[src/rtl/uart_tx_fifo.sv]
// uart_tx_fifo
//   Byte FIFO that feeds a UART transmitter through a start/done handshake.
//   The host pushes bytes with wr_en/wr_data. The sender FSM presents the
//   oldest byte on tx_data and raises tx_start. It pops that byte only when
//   the transmitter reports completion with a rising edge on tx_done. Until
//   then the byte stays in the FIFO and is included in count.
//
//   Optional feature, macro UART_TX_FIFO_RETRY_EN:
//     A completion reported with tx_err=1 resends the byte instead of
//     popping it. At most 3 retries are made per byte. The following
//     completion pops the byte whatever tx_err says.
//     Without the macro, every completion pops and tx_err is ignored.
//
// Ports
//   clk      in   single clock, rising edge
//   rst      in   asynchronous active-low reset
//   wr_en    in   host write strobe (one byte per cycle)
//   wr_data  in   host byte
//   flush    in   synchronous clear of FIFO and sender (wins over wr_en)
//   full     out  count == DEPTH
//   empty    out  count == 0
//   count    out  stored bytes, including the byte being sent
//   ovf_err  out  sticky: write attempted while full
//   tx_start out  request to transmitter (level, high only while sending)
//   tx_data  out  byte presented to transmitter
//   tx_done  in   transmitter completion (level, synchronous to clk)
//   tx_err   in   transmitter error, sampled with the tx_done rise
module uart_tx_fifo #(
  parameter int DEPTH = 16,
  parameter int AW    = $clog2(DEPTH)
) (
  input  logic          clk,
  input  logic          rst,
  input  logic          wr_en,
  input  logic [7:0]    wr_data,
  input  logic          flush,
  output logic          full,
  output logic          empty,
  output logic [AW:0]   count,
  output logic          ovf_err,
  output logic          tx_start,
  output logic [7:0]    tx_data,
  input  logic          tx_done,
  input  logic          tx_err
);

  typedef enum logic [1:0] {IDLE, LOAD, SEND, WAIT_LOW} state_t;

  localparam logic [AW:0]   FULL_CNT = (AW+1)'(DEPTH);
  localparam logic [AW:0]   CNT_ONE  = (AW+1)'(1);
  localparam logic [AW-1:0] PTR_ONE  = AW'(1);

  logic [7:0]    mem [DEPTH];
  state_t        state_reg;
  logic [AW-1:0] rd_ptr_reg;
  logic [AW-1:0] wr_ptr_reg;
  logic [AW:0]   count_reg;
  logic          ovf_reg;
  logic          tx_start_reg;
  logic [7:0]    tx_data_reg;
  logic          tx_done_q;

  logic done_rise;
  logic send_done;
  logic push;
  logic pop;

  assign full     = (count_reg == FULL_CNT);
  assign empty    = (count_reg == '0);
  assign count    = count_reg;
  assign ovf_err  = ovf_reg;
  assign tx_start = tx_start_reg;
  assign tx_data  = tx_data_reg;

  // Completion is an edge of the tx_done level. Only an edge seen while
  // sending has any effect.
  assign done_rise = tx_done & ~tx_done_q;
  assign send_done = (state_reg == SEND) & done_rise;

  // The full test uses the current count, so a write into a full FIFO is
  // dropped even when a pop frees a slot in the same cycle.
  assign push = wr_en & ~full & ~flush;

`ifdef UART_TX_FIFO_RETRY_EN
  logic [1:0] retry_cnt_reg;
  // Pop on success, or once three retries have been used up.
  assign pop = send_done & (~tx_err | (retry_cnt_reg == 2'd3));
`else
  assign pop = send_done;
  // tx_err has no effect when retries are not built in.
  logic unused_tx_err;
  assign unused_tx_err = tx_err;
`endif

  // Storage array has no reset, so it can map onto RAM.
  always_ff @(posedge clk) begin
    if (push) begin
      mem[wr_ptr_reg] <= wr_data;
    end
  end

  always_ff @(posedge clk or negedge rst) begin
    if (!rst) begin
      state_reg     <= IDLE;
      rd_ptr_reg    <= '0;
      wr_ptr_reg    <= '0;
      count_reg     <= '0;
      ovf_reg       <= 1'b0;
      tx_start_reg  <= 1'b0;
      tx_data_reg   <= 8'h00;
      tx_done_q     <= 1'b0;
`ifdef UART_TX_FIFO_RETRY_EN
      retry_cnt_reg <= 2'd0;
`endif
    end else begin
      tx_done_q <= tx_done;
      if (flush) begin
        state_reg     <= IDLE;
        rd_ptr_reg    <= '0;
        wr_ptr_reg    <= '0;
        count_reg     <= '0;
        ovf_reg       <= 1'b0;
        tx_start_reg  <= 1'b0;
`ifdef UART_TX_FIFO_RETRY_EN
        retry_cnt_reg <= 2'd0;
`endif
      end else begin
        if (wr_en && full) begin
          ovf_reg <= 1'b1;
        end
        if (push) begin
          wr_ptr_reg <= wr_ptr_reg + PTR_ONE;
        end
        if (pop) begin
          rd_ptr_reg <= rd_ptr_reg + PTR_ONE;
        end
        if (push && !pop) begin
          count_reg <= count_reg + CNT_ONE;
        end else if (pop && !push) begin
          count_reg <= count_reg - CNT_ONE;
        end

        case (state_reg)
          IDLE: begin
            if (!empty) begin
              state_reg <= LOAD;
            end
          end
          LOAD: begin
            // Registered read of the head byte. This is the only place
            // where tx_data changes.
            tx_data_reg  <= mem[rd_ptr_reg];
            tx_start_reg <= 1'b1;
            state_reg    <= SEND;
          end
          SEND: begin
            if (done_rise) begin
              tx_start_reg <= 1'b0;
              state_reg    <= WAIT_LOW;
`ifdef UART_TX_FIFO_RETRY_EN
              if (pop) begin
                retry_cnt_reg <= 2'd0;
              end else begin
                retry_cnt_reg <= retry_cnt_reg + 2'd1;
              end
`endif
            end
          end
          WAIT_LOW: begin
            if (!tx_done) begin
              state_reg <= IDLE;
            end
          end
          default: state_reg <= IDLE;
        endcase
      end
    end
  end

endmodule
[config.mk]
export PLATFORM = sky130hd
export DESIGN_NAME = uart_tx_fifo
export DESIGN_NICKNAME = d
export VERILOG_FILES = /design/src/rtl/uart_tx_fifo.sv
export SDC_FILE = /design/constraint.sdc
export NUM_CORES = 1
export LEC_CHECK = 0
export BUFFER_PORTS_ARGS = -buffer_cell sky130_fd_sc_hd__buf_2
export CAP_MARGIN = 20
export CORE_MARGIN = 3
export CORE_UTILIZATION = 65
export DETAILED_ROUTE_END_ITERATION = 8
export PLACE_DENSITY = 0.95
export SETUP_SLACK_MARGIN = 0.5
export SLEW_MARGIN = 25
export SYNTH_ARGS = -nofsm -noshare
export SYNTH_HDL_FRONTEND = slang
export SYNTH_SLANG_ARGS = --single-unit
[constraint.sdc]
create_clock -name clk -period 8.8 [get_ports clk]
set_clock_uncertainty 0.15 [all_clocks]
set_input_delay 0.88 -clock clk [delete_from_list [all_inputs] [get_ports clk]]
set_output_delay 0.88 -clock clk [all_outputs]
set_load 0.02 [all_outputs]
### Word level (Yosys, flattened, before mapping)

Memories as Yosys holds them, arrays and structs flattened. A register that Yosys moved wholly into a read port is not among the register bits.
Cells that the tools add are included.

| operators by class | value |
|---|---|
| eq/ne operators | 7 |
| reduce and logical (&&, ||, !) cells | 16 |
| muxes and demuxes | 19 |
| $add $sub $neg | 4 |
| bitwise gates (word level) | 7 |

Operators by type and width:

| operator | number |
|---|---|
| $mux W4 | 4 |
| $mux W5 | 3 |
| $ne A3 B3 Y1 const B | 3 |
| $add A4 B1 Y4 const B | 2 |
| $mux W2 | 4 |
| $pmux W2 S4 | 1 |
| $mux W1 | 6 |
| $reduce_bool A2 Y1 | 3 |
| $reduce_bool A3 Y1 | 2 |
| $add A5 B1 Y5 const B | 1 |
| $eq A5 B5 Y1 const B | 1 |
| $logic_not A5 Y1 | 1 |
| $sub A5 B1 Y5 const B | 1 |
| $and A1 B1 Y1 | 4 |
| $eq A2 B2 Y1 const B | 2 |
| $reduce_and A2 Y1 | 2 |
| $logic_and A1 B1 Y1 | 3 |
| $logic_not A1 Y1 | 3 |
| $not A1 Y1 | 3 |
| $reduce_and A3 Y1 | 1 |
| $eq A2 B1 Y1 const B | 1 |
| $logic_not A2 Y1 | 1 |
| $pmux W1 S2 | 1 |

| storage, ports and cells | value |
|---|---|
| register bits after elaboration | 18 |
| memory bits (writable) | 128 |
| logic and storage cells | 61 |
| memories | 1 |
| input port bits | 14 |
| output and inout port bits | 17 |

Memory list:

| memory | depth | bits a word | rd ports | clocked after Yosys merged registers in | wr ports | RTL line | source |
|---|---|---|---|---|---|---|---|
| mem | 16 | 8 | 1 | 1 | 1 | 53 | `logic [7:0] mem [DEPTH];` |

### Longest topological paths before layout

| depth | value |
|---|---|
| word-level depth | 9 |
| depth in mapped cells | 11 |
| mapped depth without buffers | 11 |

### Worst setup path after synthesis

Ideal clock, no wire load.

| timing | value |
|---|---|
| kind | input to register |
| start | in tx_done |
| end | reg count_reg[4], in the netlist count[4] |
| required time | 8531 ps |
| path slack | 5814 ps |
| library setup time | 119 ps |
| path buffers | 0 |
| data arrival time | 2717 ps |
| stages | 9 |
| cells stage by stage | nand3b_2 > o211ai_1 > or2_2 > fa_1 > a21o_1 > a211o_1 > o22ai_1 > xnor2_1 > nor2_1 |

| on the way | value |
|---|---|
| longest elaborated chain between the ends | 6 |
| elaborated cells between the ends (all ways) | 8 |
| classes of those cells | mux (2); bitwise (2); reduce/logical (4) |

RTL lines:

| what | RTL line | source |
|---|---|---|
| start: declaration | 43 | `input logic tx_done,` |
| $and A1 B1 Y1 * | 77 | `assign done_rise = tx_done & ~tx_done_q;` |
| $and A1 B1 Y1 * | 78 | `assign send_done = (state_reg == SEND) & done_rise;` |
| $logic_not A1 Y1 | 137 | `if (push && !pop) begin` |
| $logic_and A1 B1 Y1 | 137 |  |
| $mux W5 | 137 |  |
| $mux W5 | 117 | `if (flush) begin` |
| end signal: assignment | 138 | `count_reg <= count_reg + CNT_ONE;` |
| end signal: assignment | 140 | `count_reg <= count_reg - CNT_ONE;` |
| end: declaration | 57 | `logic [AW:0] count_reg;` |

Mark *: on every way between the ends. The rest lies on a longest branch, timed or not.
A chain may end at the register's enable or synchronous reset.

### Worst setup path after layout

| timing | value |
|---|---|
| start | reg state_reg[0] |
| end | reg count_reg[4], in the netlist count[4] |

| on the way | value |
|---|---|
| longest elaborated chain between the ends | 6 |
| elaborated cells between the ends (all ways) | 8 |
| classes of those cells | eq/ne (1); mux (2); bitwise (1); reduce/logical (4) |

RTL lines:

| what | RTL line | source |
|---|---|---|
| start: declaration | 54 | `state_t state_reg;` |
| start signal: assignment | 104 | `state_reg <= IDLE;` |
| start signal: assignment | 118 | `state_reg <= IDLE;` |
| start signal: assignment | 146 | `state_reg <= LOAD;` |
| $eq A2 B2 Y1 * | 78 |  |
| $and A1 B1 Y1 * | 78 |  |
| $logic_not A1 Y1 | 137 |  |
| $logic_and A1 B1 Y1 | 137 |  |
| $mux W5 | 137 |  |
| $mux W5 | 117 |  |

Marked as above.

==> results by group <==
Outcome
  – Result of the run: completed

Route
  – Vias: 3893
  – Sum of routed wire segments on met1: 5574 µm
  – Average detailed-routed wire length per instance: 24.43 µm
  – Vias per Instance: 6.445
  – DR WL met2: 7273 µm
  – Detailed Routing Iterations Pass 1: 6
  – Routed Antenna Nets: 0
  – Number of DRC violations after detailed routing: 0
  – Routed Wire Length: 14760 µm
  – Routed wire length on met3: 1550 µm
  – Max Used Layer: met4
  – Number of design-rule violations left by the first detailed-router iteration: 498

Worst hold path
  – Hold Path Class: in -> async

Synthesis
  – Number of warnings reported in the yosys synthesis log: 0
  – Proportion of register bits with asynchronous set or reset after synthesis: 0.1688
  – Count of unique library cells instantiated by Yosys: 39
  – Sequential cell area fraction in the yosys report: 0.7028
  – Gate Count Post-Synth: 431
  – Summed instance area of the synthesized netlist: 6395 µm²
  – Number of enable flip-flop cells after synthesis: 128
  – Fraction of post-synthesis cell area in the top cell type by area: 0.6011
  – Register bit count reported by yosys: 154
  – Most common flop cell mapped by yosys: edfxtp_1
  – Total nets after synthesis: 459
  – Most area-hungry cell type in the Yosys netlist: edfxtp_1
  – Most used standard cell by instance count after synthesis: edfxtp_1
  – Most numerous cell types in the synthesized netlist: edfxtp_1, mux2i_1, nor2_1
  – Area contributors post-synth: edfxtp_1, mux2i_1, dfrtp_1, ha_1, nor2_1
  – Average instance area after synthesis: 14.84 µm²

Die
  – Area of the core region: 9415 µm²
  – Die width: 105.2 µm
  – Overall die height: 105.2 µm
  – Starting density of the core: 0.6792
  – I/O pin total: 31
  – Placement row count: 35
  – Full die area: 11060 µm²

STA
  – Max Freq: 321.1 MHz
  – Min Tclk post-route: 3.114 ns
  – Tightest slew margin relative to the limit: 0.4050
  – Final Slew Violations: 0
  – Final clock period utilization by the worst path: 0.3539
  – Final setup TNS: 0 ns
  – Number of hold-slack violations in the final timing report: 0
  – Setup repair after global routing missed its margin: false
  – Transition at the pin with the smallest max-transition slack: 0.8892 ns
  – Number of setup violations in the final report: 0

Setup path
  – Max incr delay on CP: 0.42 ns
  – Category of the critical setup timing path: reg -> reg
  – Count of buffering cells on the critical path with inverters included: 1
  – Kind of end point of the critical path: register
  – Worst-path cell with the longest stage delay: fa_1
  – Largest driver fanout on the critical path: 6
  – Top delay family on crit path: compound AO/OA/AOI/OAI gates
  – Kind of start point of the critical path: register
  – Worst path arrival time: 3.36 ns
  – Worst path cell trace: inv_1 -> ha_1 -> nand3b_2 -> o211ai_1 -> or2_2 -> fa_1 -> a21o_1 -> a211o_1 -> o22ai_1 -> xnor2_1 -> nor2_1
  – CP Data Required Time: 9.05 ns

Final layout
  – Fill count: 471
  – Area grow syn2layout: 14.11%
  – Number of antenna diodes: 0
  – Fin nets: 491
  – Ratio of cells with drive above 1 in the final layout: 0.1474
  – Non-Filler Instances: 604
  – Number of flip-flops under the largest register name: 128

Run
  – Max-Cap Viols: 0

CTS
  – CTS Hold Buffers Added: 0
  – Clk sink count: 154
  – TritonCTS clock tree: yes
  – CTS Buf Count: 17
  – Total of cells resized after clock tree synthesis: 0
  – Buffers from clock root to sink, at most: 2
  – Number of post-CTS setup repair buffers: 0
  – Maximum level of the CTS H-tree: 4
  – Cell chosen for the clock root: clkbuf_8
  – Clk pin slew, worst setup/hold paths: 0.06 ns
  – Latest clock arrival within the worst-skew pair: 0.53 ns

Pwr
  – Proportion of power drawn by the clock network: 0.407
  – Switching power: 0.5075 mW
  – Internal power component: 1.453 mW
  – Largest voltage drop on the vdd net: 0.2071 mV
  – Part of the total power dissipated in combinational logic: 0.149
  – Switching Share: 0.2589
  – Static Leakage: 2.541 nW
  – Power density cells: 268.6 nW/µm²
  – Sequential cell fraction of total power: 0.444

Global routing
  – Wire length of the first global-routing pass: 22680 µm
  – Overflow left after global routing: 0
  – Pin count of the biggest net entering global routing: 68
  – Number of antenna violations at the first check in global routing: 0
  – Via count of the first global-routing pass: 3876
  – All-layer global routing usage: 0.2830

Place
  – Sum of net half-perimeters after detailed placement: 8207 µm
  – Weighted congestion at the end of routability-driven global placement: 0.8463
  – Placed insts: 572
  – Number of port buffers: 29
## placed cells by master, fill, tap and decap left out, types with 2 or more instances in the layout
cell type    n
xor2_1       6
mux2i_1     67
nand3_1     26
buf_4        3
bufinv_16    6
nand3b_1     2
dfrtp_1     25
nor2_1      39
buf_2       29
nor2b_1      2
clkbuf_16   16
nand2b_1     2
xnor2_1      3
nand2_1     33
edfxtp_1   128
a22oi_1     17
a21oi_1     21
ha_1        13
clkbuf_1     2
inv_1        6
clkinv_4     3
or2_2        2
## per-stage QoR
stage | util | hold slack, ns | cell area (µm²) | setup WS, ns | total power, mW
2_1_floorplan | - | 0.3690 | 6395 | 5.814 | 1.065
3_3_place_gp | 0.7037 | 0.3082 | 6625 | 5.537 | 1.140
3_5_place_dp | 0.7037 | 0.3124 | 6625 | 5.405 | 1.160
4_1_cts | 0.7721 | 0.2004 | 7269 | 5.669 | 1.960
5_1_grt | 0.7750 | 0.2379 | 7297 | 5.466 | 2.019
6_report | 0.7750 | 0.2012 | 7297 | 5.686 | 1.960
## logic make-up after synthesis
kind of cell               count (synthesis)  share of synthesized area
DFF                                      154                     0.7028
adders and majority gates                 14                    0.02857
muxes                                     67                     0.1049
buffers and inverters                     26                    0.01956
and+or+nand+nor                          114                    0.08061
AOI/OAI and AO/OA                         46                    0.04696
xor gates and xnor gates                  10                    0.01663
## cell type report
| type | count | area [µm²] | area share |
|---|---|---|---|
| clock buffers | 19 | 421.7 | 0.05778 |
| clock inverters | 12 | 222.7 | 0.03052 |
| inverters | 6 | 22.52 | 0.003086 |
| multi-input cells | 251 | 1775 | 0.2433 |
| flip-flops and latches | 154 | 4498 | 0.6164 |
| well taps | 129 | 161.4 | 0.02212 |
| repair buffers | 33 | 195.2 | 0.02675 |
## routing by layer
| metal | track usage | up-vias |
|---|---|---|
| met2 | 0.4417 | 267 |
| met5 | 0 | - |
| li1 | - | 1670 |
| met3 | 0.09141 | 47 |
| met4 | 0.1087 | 0 |
| met1 | 0.3730 | 1909 |
## path summary, 6_finish.rpt
| kind | start | end | slack, ns | cells past startpoint |
|---|---|---|---|---|
| setup reg to reg | state_reg[0] | count[4] | 5.69 | 11 |
| max in group asynchronous | rst | rd_ptr_reg[1] | 7.85 | 1 |
| hold / removal | rst | count[3] | 0.20 | 1 |
| hold reg to reg | tx_data[1] | tx_data[1] | 0.34 | 2 |
| setup / recovery | state_reg[0] | count[4] | 5.69 | 11 |
| min in group clk | tx_data[1] | tx_data[1] | 0.34 | 2 |
## power by group through the flow
stage | clock network (mW) | registers, mW | logic, mW
6_report | 0.798 | 0.869 | 0.293
5_1_grt | 0.828 | 0.873 | 0.318
3_3_place_gp | 0 | 0.877 | 0.263
3_5_place_dp | 0 | 0.881 | 0.279
4_1_cts | 0.802 | 0.868 | 0.290
2_1_floorplan | 0 | 0.909 | 0.156
## worst register-to-register path, stage by stage (launching register included)
cell	delay [ns]
dfrtp_1	0.40
inv_1	0.08
ha_1	0.25
nand3b_2	0.23
o211ai_1	0.17
or2_2	0.37
fa_1	0.42
a21o_1	0.21
a211o_1	0.29
o22ai_1	0.21
xnor2_1	0.14
nor2_1	0.06
Note: power is estimated with default switching activity, not from simulation.
